### src/rtl/alu_dispatch_pkg.sv
// ---------------------------------------------------------------------------
// alu_dispatch_pkg
//
// Shared definitions for the multi-cycle ALU request front-end:
//   - ALU operation mode encodings
//   - dispatcher FSM state type
//   - operand/result widths and the packed request-entry width helper
//
// A request entry is packed as {tag, mode, a, b}, with b in the low bits.
// ---------------------------------------------------------------------------
package alu_dispatch_pkg;

    localparam int MODE_W = 2;
    localparam int OPND_W = 32;
    localparam int RES_W  = 64;

    localparam logic [MODE_W-1:0] MODE_MULU  = 2'd0;
    localparam logic [MODE_W-1:0] MODE_DIVU  = 2'd1;
    localparam logic [MODE_W-1:0] MODE_SHIFT = 2'd2;
    localparam logic [MODE_W-1:0] MODE_AVG   = 2'd3;

    // Bit positions of each field inside a packed request entry.
    localparam int ENTRY_B_LSB    = 0;
    localparam int ENTRY_A_LSB    = OPND_W;
    localparam int ENTRY_MODE_LSB = 2 * OPND_W;
    localparam int ENTRY_TAG_LSB  = 2 * OPND_W + MODE_W;

    typedef enum logic [1:0] {
        ST_IDLE  = 2'd0,
        ST_ISSUE = 2'd1,
        ST_WAIT  = 2'd2,
        ST_HOLD  = 2'd3
    } dispatch_state_t;

    // Width of one buffered request: mode + two operands + sequence tag.
    function automatic int reqEntryWidth(input int tagW);
        return MODE_W + 2 * OPND_W + tagW;
    endfunction

endpackage

### src/rtl/alu_req_fifo.sv
// ---------------------------------------------------------------------------
// alu_req_fifo
//
// Small synchronous FIFO holding pending ALU requests.
//
// Parameters:
//   DEPTH  number of entries (power of two, >= 2)
//   WIDTH  entry width in bits
//
// Ports:
//   i_clk    clock, rising edge
//   i_rst    synchronous active-high reset, flushes the FIFO
//   i_push   write i_wdata (ignored when full)
//   i_wdata  entry to write
//   i_pop    drop the head entry (ignored when empty)
//   o_rdata  head entry, valid while o_empty is low
//   o_full   all DEPTH entries occupied
//   o_empty  no entries occupied
//   o_count  number of occupied entries
// ---------------------------------------------------------------------------
module alu_req_fifo #(
    parameter int DEPTH = 4,
    parameter int WIDTH = 70
) (
    input  logic                     i_clk,
    input  logic                     i_rst,
    input  logic                     i_push,
    input  logic [WIDTH-1:0]         i_wdata,
    input  logic                     i_pop,
    output logic [WIDTH-1:0]         o_rdata,
    output logic                     o_full,
    output logic                     o_empty,
    output logic [$clog2(DEPTH):0]   o_count
);

    localparam int PTR_W = $clog2(DEPTH);
    localparam int CNT_W = PTR_W + 1;

    logic [WIDTH-1:0] r_mem [DEPTH];
    logic [PTR_W-1:0] r_wrPtr;
    logic [PTR_W-1:0] r_rdPtr;
    logic [CNT_W-1:0] r_count;

    logic w_doPush;
    logic w_doPop;

    assign o_full   = (r_count == CNT_W'(DEPTH));
    assign o_empty  = (r_count == '0);
    assign o_count  = r_count;
    assign o_rdata  = r_mem[r_rdPtr];

    assign w_doPush = i_push && !o_full;
    assign w_doPop  = i_pop && !o_empty;

    // Storage array carries no reset; occupancy is tracked by the pointers
    // and count, so stale contents are never observed as valid.
    always_ff @(posedge i_clk) begin
        if (w_doPush) begin
            r_mem[r_wrPtr] <= i_wdata;
        end
    end

    // Pointers wrap naturally because DEPTH is a power of two. A push and a
    // pop in the same cycle leave the count unchanged.
    always_ff @(posedge i_clk) begin
        if (i_rst) begin
            r_wrPtr <= '0;
            r_rdPtr <= '0;
            r_count <= '0;
        end else begin
            if (w_doPush) begin
                r_wrPtr <= r_wrPtr + 1'b1;
            end
            if (w_doPop) begin
                r_rdPtr <= r_rdPtr + 1'b1;
            end
            case ({w_doPush, w_doPop})
                2'b10:   r_count <= r_count + 1'b1;
                2'b01:   r_count <= r_count - 1'b1;
                default: r_count <= r_count;
            endcase
        end
    end

endmodule

### src/rtl/alu_dispatch.sv
// ---------------------------------------------------------------------------
// alu_dispatch
//
// Request front-end for the multi-cycle ALU. Requests are buffered in a
// FIFO, tagged with a wrapping sequence number, issued one at a time with a
// single-cycle o_alu_valid pulse, and the ALU result is returned through a
// valid/ready handshake. A watchdog turns a never-completing ALU operation
// into an error result.
//
// Parameters:
//   DEPTH    request FIFO entries (power of two, >= 2)
//   TAG_W    sequence-tag width
//   TIMEOUT  max watchdog count in WAIT before the error path is taken
//
// Ports:
//   i_clk, i_rst                  clock / synchronous active-high reset
//   i_req_valid, o_req_ready      request handshake
//   i_req_mode, i_req_a, i_req_b  request payload
//   o_alu_valid                   single-cycle issue pulse
//   o_alu_mode, o_alu_a, o_alu_b  issued operation, stable through WAIT
//   i_alu_ready, i_alu_out        ALU completion pulse and result
//   o_res_valid, i_res_ready      result handshake
//   o_res_data, o_res_tag, o_res_err  result payload
//   o_busy                        work pending or in progress
// ---------------------------------------------------------------------------
module alu_dispatch
    import alu_dispatch_pkg::*;
#(
    parameter int DEPTH   = 4,
    parameter int TAG_W   = 4,
    parameter int TIMEOUT = 63
) (
    input  logic               i_clk,
    input  logic               i_rst,
    input  logic               i_req_valid,
    output logic               o_req_ready,
    input  logic [1:0]         i_req_mode,
    input  logic [31:0]        i_req_a,
    input  logic [31:0]        i_req_b,
    output logic               o_alu_valid,
    output logic [1:0]         o_alu_mode,
    output logic [31:0]        o_alu_a,
    output logic [31:0]        o_alu_b,
    input  logic               i_alu_ready,
    input  logic [63:0]        i_alu_out,
    output logic               o_res_valid,
    input  logic               i_res_ready,
    output logic [63:0]        o_res_data,
    output logic [TAG_W-1:0]   o_res_tag,
    output logic               o_res_err,
    output logic               o_busy
);

    localparam int ENTRY_W = reqEntryWidth(TAG_W);
    // Sized with headroom so the counter can always represent TIMEOUT.
    localparam int WD_W    = $clog2(TIMEOUT + 2);
    localparam int CNT_W   = $clog2(DEPTH) + 1;

    dispatch_state_t r_state;
    dispatch_state_t w_nextState;

    logic [TAG_W-1:0]   r_tagCnt;
    logic [TAG_W-1:0]   r_issueTag;
    logic [MODE_W-1:0]  r_issueMode;
    logic [OPND_W-1:0]  r_issueA;
    logic [OPND_W-1:0]  r_issueB;
    logic [RES_W-1:0]   r_resData;
    logic               r_resErr;
    logic [WD_W-1:0]    r_wdog;

    logic               w_push;
    logic               w_pop;
    logic               w_capture;
    logic               w_timeout;
    logic               w_fifoFull;
    logic               w_fifoEmpty;
    logic [CNT_W-1:0]   w_fifoCount;
    logic [ENTRY_W-1:0] w_pushData;
    logic [ENTRY_W-1:0] w_headData;

    assign o_req_ready = !w_fifoFull;
    assign w_push      = i_req_valid && o_req_ready;
    assign w_pushData  = {r_tagCnt, i_req_mode, i_req_a, i_req_b};

    alu_req_fifo #(
        .DEPTH (DEPTH),
        .WIDTH (ENTRY_W)
    ) u_reqFifo (
        .i_clk   (i_clk),
        .i_rst   (i_rst),
        .i_push  (w_push),
        .i_wdata (w_pushData),
        .i_pop   (w_pop),
        .o_rdata (w_headData),
        .o_full  (w_fifoFull),
        .o_empty (w_fifoEmpty),
        .o_count (w_fifoCount)
    );

    assign o_alu_valid = (r_state == ST_ISSUE);
    assign o_alu_mode  = r_issueMode;
    assign o_alu_a     = r_issueA;
    assign o_alu_b     = r_issueB;

    assign o_res_valid = (r_state == ST_HOLD);
    assign o_res_data  = r_resData;
    assign o_res_tag   = r_issueTag;
    assign o_res_err   = r_resErr;

    assign o_busy      = (w_fifoCount != '0) || (r_state != ST_IDLE);

    // State register.
    always_ff @(posedge i_clk) begin
        if (i_rst) begin
            r_state <= ST_IDLE;
        end else begin
            r_state <= w_nextState;
        end
    end

    // Next-state and control decode. i_alu_ready only matters in WAIT, so a
    // late completion pulse after a reset or timeout is simply dropped. A
    // real completion wins over a watchdog expiry in the same cycle.
    always_comb begin
        w_nextState = r_state;
        w_pop       = 1'b0;
        w_capture   = 1'b0;
        w_timeout   = 1'b0;
        case (r_state)
            ST_IDLE: begin
                if (!w_fifoEmpty && !o_res_valid) begin
                    w_pop       = 1'b1;
                    w_nextState = ST_ISSUE;
                end
            end
            ST_ISSUE: begin
                w_nextState = ST_WAIT;
            end
            ST_WAIT: begin
                if (i_alu_ready) begin
                    w_capture   = 1'b1;
                    w_nextState = ST_HOLD;
                end else if (r_wdog == WD_W'(TIMEOUT)) begin
                    w_timeout   = 1'b1;
                    w_nextState = ST_HOLD;
                end
            end
            ST_HOLD: begin
                if (i_res_ready) begin
                    w_nextState = ST_IDLE;
                end
            end
            default: begin
                w_nextState = ST_IDLE;
            end
        endcase
    end

    // Datapath: tag counter, issue registers, watchdog and result register.
    // Issue registers are loaded on the pop so they are already stable in
    // the ISSUE cycle and stay unchanged until the next pop.
    always_ff @(posedge i_clk) begin
        if (i_rst) begin
            r_tagCnt    <= '0;
            r_issueTag  <= '0;
            r_issueMode <= '0;
            r_issueA    <= '0;
            r_issueB    <= '0;
            r_resData   <= '0;
            r_resErr    <= 1'b0;
            r_wdog      <= '0;
        end else begin
            if (w_push) begin
                r_tagCnt <= r_tagCnt + 1'b1;
            end

            if (w_pop) begin
                r_issueTag  <= w_headData[ENTRY_TAG_LSB  +: TAG_W];
                r_issueMode <= w_headData[ENTRY_MODE_LSB +: MODE_W];
                r_issueA    <= w_headData[ENTRY_A_LSB    +: OPND_W];
                r_issueB    <= w_headData[ENTRY_B_LSB    +: OPND_W];
            end

            // The watchdog reads 0 in the first WAIT cycle, so the error
            // path leaves WAIT after TIMEOUT+1 cycles.
            if (r_state == ST_ISSUE) begin
                r_wdog <= '0;
            end else if (r_state == ST_WAIT && !w_capture && !w_timeout) begin
                r_wdog <= r_wdog + 1'b1;
            end

            if (w_capture) begin
                r_resData <= i_alu_out;
                r_resErr  <= 1'b0;
            end else if (w_timeout) begin
                r_resData <= '0;
                r_resErr  <= 1'b1;
            end
        end
    end

endmodule
### config.mk
export PLATFORM = sky130hd
export DESIGN_NAME = alu_dispatch
export DESIGN_NICKNAME = d
export VERILOG_FILES = /design/src/rtl/alu_dispatch_pkg.sv /design/src/rtl/alu_req_fifo.sv /design/src/rtl/alu_dispatch.sv
export SDC_FILE = /design/constraint.sdc
export NUM_CORES = 1
export LEC_CHECK = 0
export ABC_AREA = 1
export CORE_ASPECT_RATIO = 1.5
export CORE_MARGIN = 10
export CORE_UTILIZATION = 45
export DETAILED_ROUTE_END_ITERATION = 8
export PLACE_DENSITY = 0.69
export SLEW_MARGIN = 20
export SYNTH_ARGS = -nofsm -noshare
export SYNTH_HDL_FRONTEND = slang
export SYNTH_SLANG_ARGS = --single-unit
### constraint.sdc
create_clock -name i_clk -period 15.2 [get_ports i_clk]
set_clock_uncertainty 0.2 [all_clocks]
set_input_delay 3.04 -clock i_clk [delete_from_list [all_inputs] [get_ports i_clk]]
set_output_delay 3.04 -clock i_clk [all_outputs]
set_load 0.03 [all_outputs]
==> summary.md <==
| Metric | Value |
|---|---|
| Outcome | finished, final reports clean |
| DRC viols | 0 |
| PwrDens | 178 nW/um2 |
| Synthesis-stage register bit count | 435 |
| CP required | 15.16 ns |
| Overall routing resource usage | 0.175 |
| Final GP Congestion | 0.833 |
| Violation count after the first detailed-route iteration | 918 |
| Most Crowded Layer GR | met2 |
| IO Pins | 274 |
| Clock Power Share | 0.260 |
| Final Hold Fails | 0 |
| Initial Util | 0.456 |
| CTS tree | yes |
| Post-synth top area share | 0.512 |
| Power, Total | 3.67 mW |
| RSZ-0062 raised after global routing | no |
| M3 GR Usage | 0.0382 |
| Reg2Reg Depth | 5 |
| CP max FO | 43 |
| Total gr overflow | 0 |
| Post-Layout Cell Count | 2231 |
| # Post-CTS Setup Buffers | 0 |
| Root Buffer | clkbuf_16 |
| Die height | 254 um |
| Clock Sinks | 435 |
| Routed WL | 40500 um |
| Share of layout cells above drive strength 1 | 0.0525 |
| Post-cts hold buffer count | 0 |
| Detailed-router iteration count before antenna repair | 5 |
| Syn Area/Cell | 11.0 um2 |
| Worst slack at placement | 8.99 ns |
| CORE AREA | 35900 um2 |
| Worst-Skew Late Latency | 0.54 ns |
| Critical Path Source Type | input pin |
| Leak | 7.13 nW |
| First-pass GRT wire length | 62400 um |
| Fin. max-slew vios | 0 |
| Post-Syn Nets | 1639 |
| Leading post-synthesis cells by cell area | edfxtp_1 51%, dfxtp_1 19%, nor2_1 8.4%, o21ai_0 4.6%, o21ai_1 4.2% |
| I/O Buffers | 273 |
| HPWL after detailed placement | 25700 um |
| Worst path max stage delay | 0.82 ns |
| Pin count of the biggest net entering global routing | 92 |
| Slew HR | 0.335 |
| Kind of critical path | input pin to flip-flop |
| Crit path depth | 4 |
| CTS clk-pin slew, worst paths | 0.06 ns |
| Post-synthesis cell area | 16400 um2 |
| Met1 Use GR | 0.206 |
| Antenna-violating nets left | 0 |
| Dpl cells | 2157 |
| Cts bufs inserted | 40 |
| Worst hold-check path type | flip-flop to flip-flop |
| # rows | 85 |
| Width of the chip | 176 um |
| Critical path arrival | 5.47 ns |
| F_max | 181 MHz |
| Reg power frac | 0.427 |
| Via density | 5.16 |
| Crit-path leading delay family | simple AND/OR/NAND/NOR gates |
| Initial antenna violation count | 1 |
| Full die area | 44700 um2 |
| Yosys warnings | 0 |
| Peak supply drop | 0.0000966 V |
| Final hold slack | 0.266 ns |
| CP cell instances | clkdlybuf4s50_1 > nand2_1 > nor2_4 > buf_4 |
| Worst hold stages | 2 |
| Slowest-stage cell, CP | nor2_4 |
| Post-route clock period utilization | 0.363 |
| Netlist cell types | 30 |
| Sequential element share of the synthesized area | 0.702 |
| H-tree depth | 2 |
| Clock buffer depth | 3 |
| Setup violators final | 0 |
| Area Growth Syn to Fin | 25.6% |
| Nets | 1870 |
| Vias in the first global route | 11300 |
| Met2 usage | 0.302 |
| Cell count after synthesis | 1491 |
| Post-DR wirelength/cell | 18.1 um |
| Setup TNS | 0 ns |
| Int Pwr | 2.40 mW |
| Comb pwr share | 0.314 |
| Final setup margin | 9.69 ns |
| Max Cap Viol | 0 |
| Vias | 11500 |
| Sw frac | 0.347 |
| WP buf/inv | 2 |
| CTS-repair resized insts | 0 |
| Psw | 1.27 mW |
| CP Capture Type | flip-flop |
| Cell type with the largest total area after synthesis | edfxtp_1 |
| Slew @ Worst Pin | 0.997 ns |
| Minimum clock period | 5.51 ns |
## state kept, by name, summed over array words and instances (netlist names)
register,flops
u_reqFifo.r_rdPtr,2
r_state,2
u_reqFifo.o_count,3
r_tagCnt,4
o_alu_b,32
u_reqFifo.r_wrPtr,2
o_res_tag,4
r_wdog,7
o_res_data,64
o_alu_a,32
o_alu_mode,2
u_reqFifo.r_mem,280
o_res_err,1
## path summary, 6_finish.rpt
check | from | slack [ns] | to
hold / removal | o_res_err | 0.27 | o_res_err
hold reg to reg | o_res_err | 0.27 | o_res_err
setup / recovery | i_req_valid | 9.69 | u_reqFifo.r_mem[0][4]
setup reg to reg | u_reqFifo.o_count[0] | 12.01 | u_reqFifo.r_mem[0][4]
## layer usage
metal  routed length (um)  vias to the layer above
li1                     -                     5606
met1                16400                     5482
met2                20300                      363
met3                 2470                       65
met4                 1350                        0
met5                    0                        -
## area by class of cell
type | instances | area (um2)
antenna | 1 | 2.50
clock buffer | 60 | 1140
clock inverter | 12 | 105
fill | 3038 | 15300
inverter | 28 | 108
multi-input combinational | 929 | 4270
sequential | 435 | 11500
tap | 478 | 598
timing repair buffer | 288 | 2880
## placed cells by master, fill, tap and decap left out, drive strengths merged
cell | netlist | final
and3 | 1 | 1
clkbuf | 28 | 60
bufinv | 0 | 1
edfxtp | 280 | 280
nand3 | 72 | 72
clkdlybuf4s50 | 0 | 272
clkinvlp | 0 | 1
xor2 | 4 | 4
dfxtp | 155 | 155
nor2 | 369 | 369
o21ai | 291 | 291
nor3 | 1 | 1
nand4 | 2 | 2
o21bai | 1 | 1
fa | 1 | 1
inv | 28 | 29
a21oi | 79 | 79
o211ai | 1 | 1
buf | 71 | 16
ha | 12 | 12
diode | 0 | 1
clkinv | 0 | 9
a211oi | 1 | 1
nand2 | 94 | 94
## kinds of logic (layout without fill, tap and decap cells)
group | Yosys count | count (layout) | share of synthesized area
other | 0 | 1 | 0
XOR/XNOR | 4 | 4 | 0.00213
AND/OR/NAND/NOR | 539 | 539 | 0.131
adder cells (fa/ha/maj) | 13 | 13 | 0.0104
flip-flops | 435 | 435 | 0.702
buffers and inverters | 127 | 388 | 0.0412
AO/OA/AOI/OAI | 373 | 373 | 0.114
## stage by stage
step                utilization  instance area, um2
global route              0.573               20600
detailed placement        0.538               19300
global placement          0.537               19300
CTS                       0.573               20600
floorplan                     -               16400
finish                    0.573               20600
## synthesized netlist by cell type, drive strengths merged
library cell  instances
edfxtp              280
and3                  1
nor3                  1
o21ai               291
nor2                369
nand3                72
clkbuf               28
buf                  71
xor2                  4
ha                   12
a21oi                79
fa                    1
o21bai                1
o211ai                1
a211oi                1
dfxtp               155
inv                  28
nand4                 2
nand2                94
## worst min-delay path, delay by kind of cell (launching register included)
family	cells	cell delay, ns
buffers and inverters	1	0.05
DFF	1	0.31
AOI/OAI and AO/OA	1	0.06
## power by group through the flow
stage                     registers (mW)  logic [mW]  clock network, mW
after floorplan                     1.77       0.557                  0
after global placement              1.59        1.15                  0
after detailed placement            1.59        1.17                  0
after CTS                           1.57        1.18              0.977
after global routing                1.59        1.28               1.02
final                               1.57        1.15              0.953
Note: power is estimated with default switching activity, not from simulation.
